[src/rtl/rom_loader_pkg.sv]
// Shared state encoding and width helpers for the ROM loader.
package rom_loader_pkg;

   localparam logic [1:0] ST_IDLE  = 2'd0;
   localparam logic [1:0] ST_FILL  = 2'd1;
   localparam logic [1:0] ST_WRITE = 2'd2;
   localparam logic [1:0] ST_DONE  = 2'd3;

   function automatic int bytes_of(input int width);
      return width / 8;
   endfunction

endpackage

[src/rtl/rom_loader_pack.sv]
// Little-endian byte packer: 0-cycle word_full on the completing byte.
// No backpressure of its own; the parent gates accept with its ready.
module rom_loader_pack
   import rom_loader_pkg::*;
#(
   parameter int WIDTH = 32
) (
   input  logic             clk,
   input  logic             rst_n,
   input  logic             clear,
   input  logic             accept,
   input  logic [7:0]       in_byte,
   input  logic             in_last,
   output logic             word_full,
   output logic [WIDTH-1:0] word
);

   localparam int BYTES = bytes_of(WIDTH);
   localparam int IW    = (BYTES > 1) ? $clog2(BYTES) : 1;
   localparam logic [IW-1:0] LAST_IDX = IW'(BYTES - 1);

   logic [IW-1:0]    idx;
   logic [WIDTH-1:0] word_q;

   assign word_full = accept & ((idx == LAST_IDX) | in_last);
   assign word      = word_q;

   // clear wins over accept so a byte arriving with a restart is dropped
   always_ff @(posedge clk or negedge rst_n) begin
      if (!rst_n) begin
         idx    <= '0;
         word_q <= '0;
      end else if (clear) begin
         idx    <= '0;
         word_q <= '0;
      end else if (accept) begin
         word_q[8*int'(idx) +: 8] <= in_byte;
         idx <= word_full ? '0 : idx + 1'b1;
      end
   end

endmodule

[src/rtl/rom_loader.sv]
// Packs download bytes into WIDTH-bit words and writes them from address 0.
// Word write one cycle after the completing byte; dl_ready drops during the write and once done.
module rom_loader
   import rom_loader_pkg::*;
#(
   parameter int WIDTH   = 32,
   parameter int WIDTHAD = 8
) (
   input  logic               clk,
   input  logic               rst_n,
   input  logic               dl_start,
   input  logic               dl_valid,
   input  logic [7:0]         dl_data,
   input  logic               dl_last,
   output logic               dl_ready,
   output logic               wr_en,
   output logic [WIDTHAD-1:0] wr_addr,
   output logic [WIDTH-1:0]   wr_data,
   output logic               busy,
   output logic               done,
   output logic               overflow,
   output logic [WIDTHAD:0]   words_written
);

   localparam logic [WIDTHAD:0] WORDS_MAX = {1'b1, {WIDTHAD{1'b0}}};

   logic [1:0]         state;
   logic [WIDTHAD-1:0] addr;
   logic [WIDTHAD:0]   words;
   logic               pend_last;
   logic               ovf_q;
   logic               accept;
   logic               word_full;
   logic               pack_clear;

   assign dl_ready      = (state == ST_FILL);
   assign wr_en         = (state == ST_WRITE);
   assign busy          = (state == ST_FILL) | (state == ST_WRITE);
   assign done          = (state == ST_DONE);
   assign overflow      = ovf_q;
   assign wr_addr       = addr;
   assign words_written = words;

   assign accept     = dl_valid & dl_ready & ~dl_start;
   assign pack_clear = dl_start | (state == ST_WRITE);

   rom_loader_pack #(.WIDTH(WIDTH)) u_pack (
      .clk       (clk),
      .rst_n     (rst_n),
      .clear     (pack_clear),
      .accept    (accept),
      .in_byte   (dl_data),
      .in_last   (dl_last),
      .word_full (word_full),
      .word      (wr_data)
   );

   // A restart overrides every transition; a WRITE in flight still strobes this cycle.
   always_ff @(posedge clk or negedge rst_n) begin
      if (!rst_n) begin
         state     <= ST_IDLE;
         addr      <= '0;
         words     <= '0;
         pend_last <= 1'b0;
         ovf_q     <= 1'b0;
      end else if (dl_start) begin
         state     <= ST_FILL;
         addr      <= '0;
         words     <= '0;
         pend_last <= 1'b0;
         ovf_q     <= 1'b0;
      end else begin
         case (state)
            ST_FILL: begin
               if (word_full) begin
                  state     <= ST_WRITE;
                  pend_last <= dl_last;
               end
            end
            ST_WRITE: begin
               addr <= addr + 1'b1;
               if (words != WORDS_MAX)
                  words <= words + 1'b1;
               if (pend_last) begin
                  state <= ST_DONE;
               end else if (&addr) begin
                  state <= ST_DONE;
                  ovf_q <= 1'b1;
               end else begin
                  state <= ST_FILL;
               end
            end
            default: ;
         endcase
      end
   end

endmodule

[config.mk]
export PLATFORM = sky130hd
export DESIGN_NAME = rom_loader
export DESIGN_NICKNAME = d
export VERILOG_FILES = /design/src/rtl/rom_loader_pkg.sv /design/src/rtl/rom_loader_pack.sv /design/src/rtl/rom_loader.sv
export SDC_FILE = /design/constraint.sdc
export NUM_CORES = 1
export LEC_CHECK = 0
export BUFFER_PORTS_ARGS = -buffer_cell sky130_fd_sc_hd__buf_2
export CAP_MARGIN = 20
export CORE_UTILIZATION = 50
export CTS_BUF_LIST = sky130_fd_sc_hd__clkbuf_8
export CTS_CLUSTER_SIZE = 20
export DETAILED_ROUTE_END_ITERATION = 8
export HOLD_SLACK_MARGIN = 0.06
export PLACE_DENSITY = 0.83
export SYNTH_ARGS = -nofsm -noshare
export SYNTH_HDL_FRONTEND = slang
export SYNTH_SLANG_ARGS = --single-unit
[constraint.sdc]
create_clock -name clk -period 3.7 [get_ports clk]
set_clock_uncertainty 0.2 [all_clocks]
set_input_delay 0.74 -clock clk [delete_from_list [all_inputs] [get_ports clk]]
set_output_delay 0.74 -clock clk [all_outputs]
set_load 0.005 [all_outputs]
==> results.py <==
metrics = {
    "status": {
        "status": "finished clean",
    },
    "sta": {
        "fmax_mhz": 360,
        "post-route-period-util_pct": 75.0,
        "finalMaxSlewViolations": 0,
        "setup_viol": 0,
        "hold_viol": 0,
        "fin_crit_ns": 2.77,
        "worst_pin_slew_ns": 0.945,
        "setup_tns_ns": 0,
        "rsz0062_at_grt": "false",
        "slew_headroom_pct": 37.0,
    },
    "critical_path": {
        "slowest_delay_ns": 0.78,
        "endpoint_kind": "primary output",
        "critPathLaunchType": "flop",
        "required_ns": 2.76,
        "crit_arrival_ns": 1.83,
        "crit_family": "adder cells",
        "timing.critical_path.buf_inv": 2,
        "cp.depth": 3,
        "path_class": "reg2out",
        "crit_chain": "inv_1 -> ha_1 -> buf_2",
        "slowest_stage": "ha_1",
        "worstRegToRegCells": 5,
        "critPathMaxFanout": 24,
    },
    "clock_tree": {
        "holdBufCountCts": 0,
        "cts-root-buf": "clkbuf_8",
        "cts_buffer_depth": 2,
        "numClockSinks": 55,
        "cts_max_level": 2,
        "clkTransAtPathRegs_ns": 0.09,
        "cts_tree": "done",
        "cts_buffers": 5,
        "clk_latency_ns": 0.30,
        "post-cts-setup-buffers": 0,
        "cts_resized": 0,
    },
    "place": {
        "post-dp-hpwl_um": 4080,
        "gp_congestion": 0.761,
        "io_buffers": 66,
    },
    "logic_synthesis": {
        "yosys.cell_count.top_type": "dfrtp_1",
        "synth_top_area_cell": "dfrtp_1",
        "synth_area_leaders": "dfrtp_1 (52%), nand2_1 (6.9%), ha_1 (5.2%), o21ai_0 (4.5%), a21oi_1 (3.6%)",
        "ys_seq_elements": 55,
        "yosys-top-cells-count": "dfrtp_1 (55), nand2_1 (49), o21ai_0 (24), a21oi_1 (19), nand3_1 (14)",
        "ys_types": 39,
        "synth_top_area_share_pct": 51.9,
        "syn_nets": 289,
        "ys_warn_count": 0,
        "synthFlopType": "dfrtp_1",
        "syn_avg_cell_area_um2": 10.0,
        "syn_area_um2": 2650,
        "synthCells": 265,
        "synthArstFlopShare_pct": 100,
        "synth_edf_count": 0,
        "synth_seq_area_share_pct": 51.9,
    },
    "die": {
        "die-width_um": 74.8,
        "start_util_pct": 51.9,
        "fp.dieH_um": 74.8,
        "io_pins": 67,
        "coreArea_um2": 5110,
        "rows": 26,
        "die_area_um2": 5600,
    },
    "global_route": {
        "grt_util_all_layers_pct": 21.5,
        "antenna_found_initial": 0,
        "overflow": 0,
        "grt_pass1_vias": 1918,
        "grt_pass1_wl_um": 9140,
        "grt_max_degree": 36,
    },
    "route": {
        "drt_drc_violations_left": 0,
        "viasPerCell": 5.37,
        "wl_um": 5680,
        "drt-initial-drc-count": 157,
        "dr.pass1.iters": 4,
        "num_vias": 2141,
        "final_antenna_net_count": 0,
        "routedWlPerCell_um": 14.2,
    },
    "final_layout": {
        "drive_above_1_share_pct": 24.9,
        "nNetsFinal": 352,
        "antennaDiodeCount": 0,
        "fillCellCount": 452,
        "area_growth_pct": 17.1,
    },
    "pwr": {
        "combPwrFrac_pct": 22.8,
        "clkPwrFrac_pct": 25.0,
        "pwr-share-seq_pct": 52.1,
        "p_leak_uw": 0.00152,
        "ir_drop_mv": 0.200,
        "p_sw_share_pct": 31.3,
        "internal-power_uw": 858,
        "powerDensity_nw_per_um2": 402,
        "power_switching_uw": 391,
        "power.total_uw": 1250,
    },
    "worst_hold_path": {
        "min-delay-path-class": "in2async",
    },
    "run": {
        "drv_cap": 0,
    },
}
layer usage:
layer	up-vias	track usage, %	wire length, µm
li1	1074	-	-
met1	1021	31.6	2830
met2	37	32.7	2620
met3	9	4.42	135
met4	0	5.66	95
met5	-	0	0
cells in the final DEF (no fill, tap or decap), types with 7 or more instances in the layout:
cell	synthesis	final
ha_1	11	11
inv_1	9	10
dfrtp_1	55	55
nor2_1	12	12
buf_2	3	66
nand3_1	14	14
nand2_1	49	49
a21oi_1	19	19
a22o_1	8	8
o21ai_0	24	24
nand4_1	7	7
flip-flops by register name, indices dropped and copies added (netlist names):
signal / count
wr_addr: 8
state: 2
overflow: 1
u_pack.idx: 2
words_written: 9
u_pack.word: 32
pend_last: 1
kinds of logic (layout without fill, tap and decap cells):
kind of cell    after synthesis  after routing  share of synthesized area (%)
simple gates                103            103                           19.3
compound gates               66             66                           16.6
flops                        55             55                           51.9
buf+inv                      20             84                           3.40
fa+ha+maj                    11             11                           5.19
xor+xnor                      6              6                           1.98
mux                           4              4                           1.56
metrics by stage:
stage               worst slack, ns  cells  instance area, µm²  hold WS [ns]  util (%)
floorplan                      1.72    265                2650         0.244         -
global placement               1.31    391                3020         0.258      59.1
detailed placement             1.25    391                3020         0.265      59.1
CTS                           0.916    399                3100         0.270      60.8
global route                  0.761    399                3100         0.276      60.8
finish                        0.925    399                3100         0.238      60.8
cell type report:
type | count | area [µm²] | area share, %
flip-flops and latches | 55 | 1380 | 44.3
inverters | 9 | 33.8 | 1.09
clock buffers | 5 | 68.8 | 2.22
repair buffers | 67 | 338 | 10.9
clock inverters | 3 | 16.3 | 0.524
multi-input cells | 190 | 1180 | 38.1
well taps | 70 | 87.6 | 2.82
final timing paths:
kind,start,endpoint,slack (ns)
max reg2reg,state[0],u_pack.word[20],1.23
min reg2reg,u_pack.word[12],u_pack.word[12],0.28
max in group asynchronous,rst_n,overflow,2.26
max,state[0],wr_en,0.93
min,rst_n,u_pack.word[29],0.24
min in group clk,u_pack.word[12],u_pack.word[12],0.28
power by group through the flow:
stage / Combinational, µW / Sequential, µW / Clock, µW
2_1_floorplan: 197 / 660 / 0
3_3_place_gp: 276 / 661 / 0
3_5_place_dp: 281 / 663 / 0
4_1_cts: 284 / 651 / 323
5_1_grt: 320 / 656 / 348
6_report: 285 / 651 / 313
(Power assumes the default switching activity.)
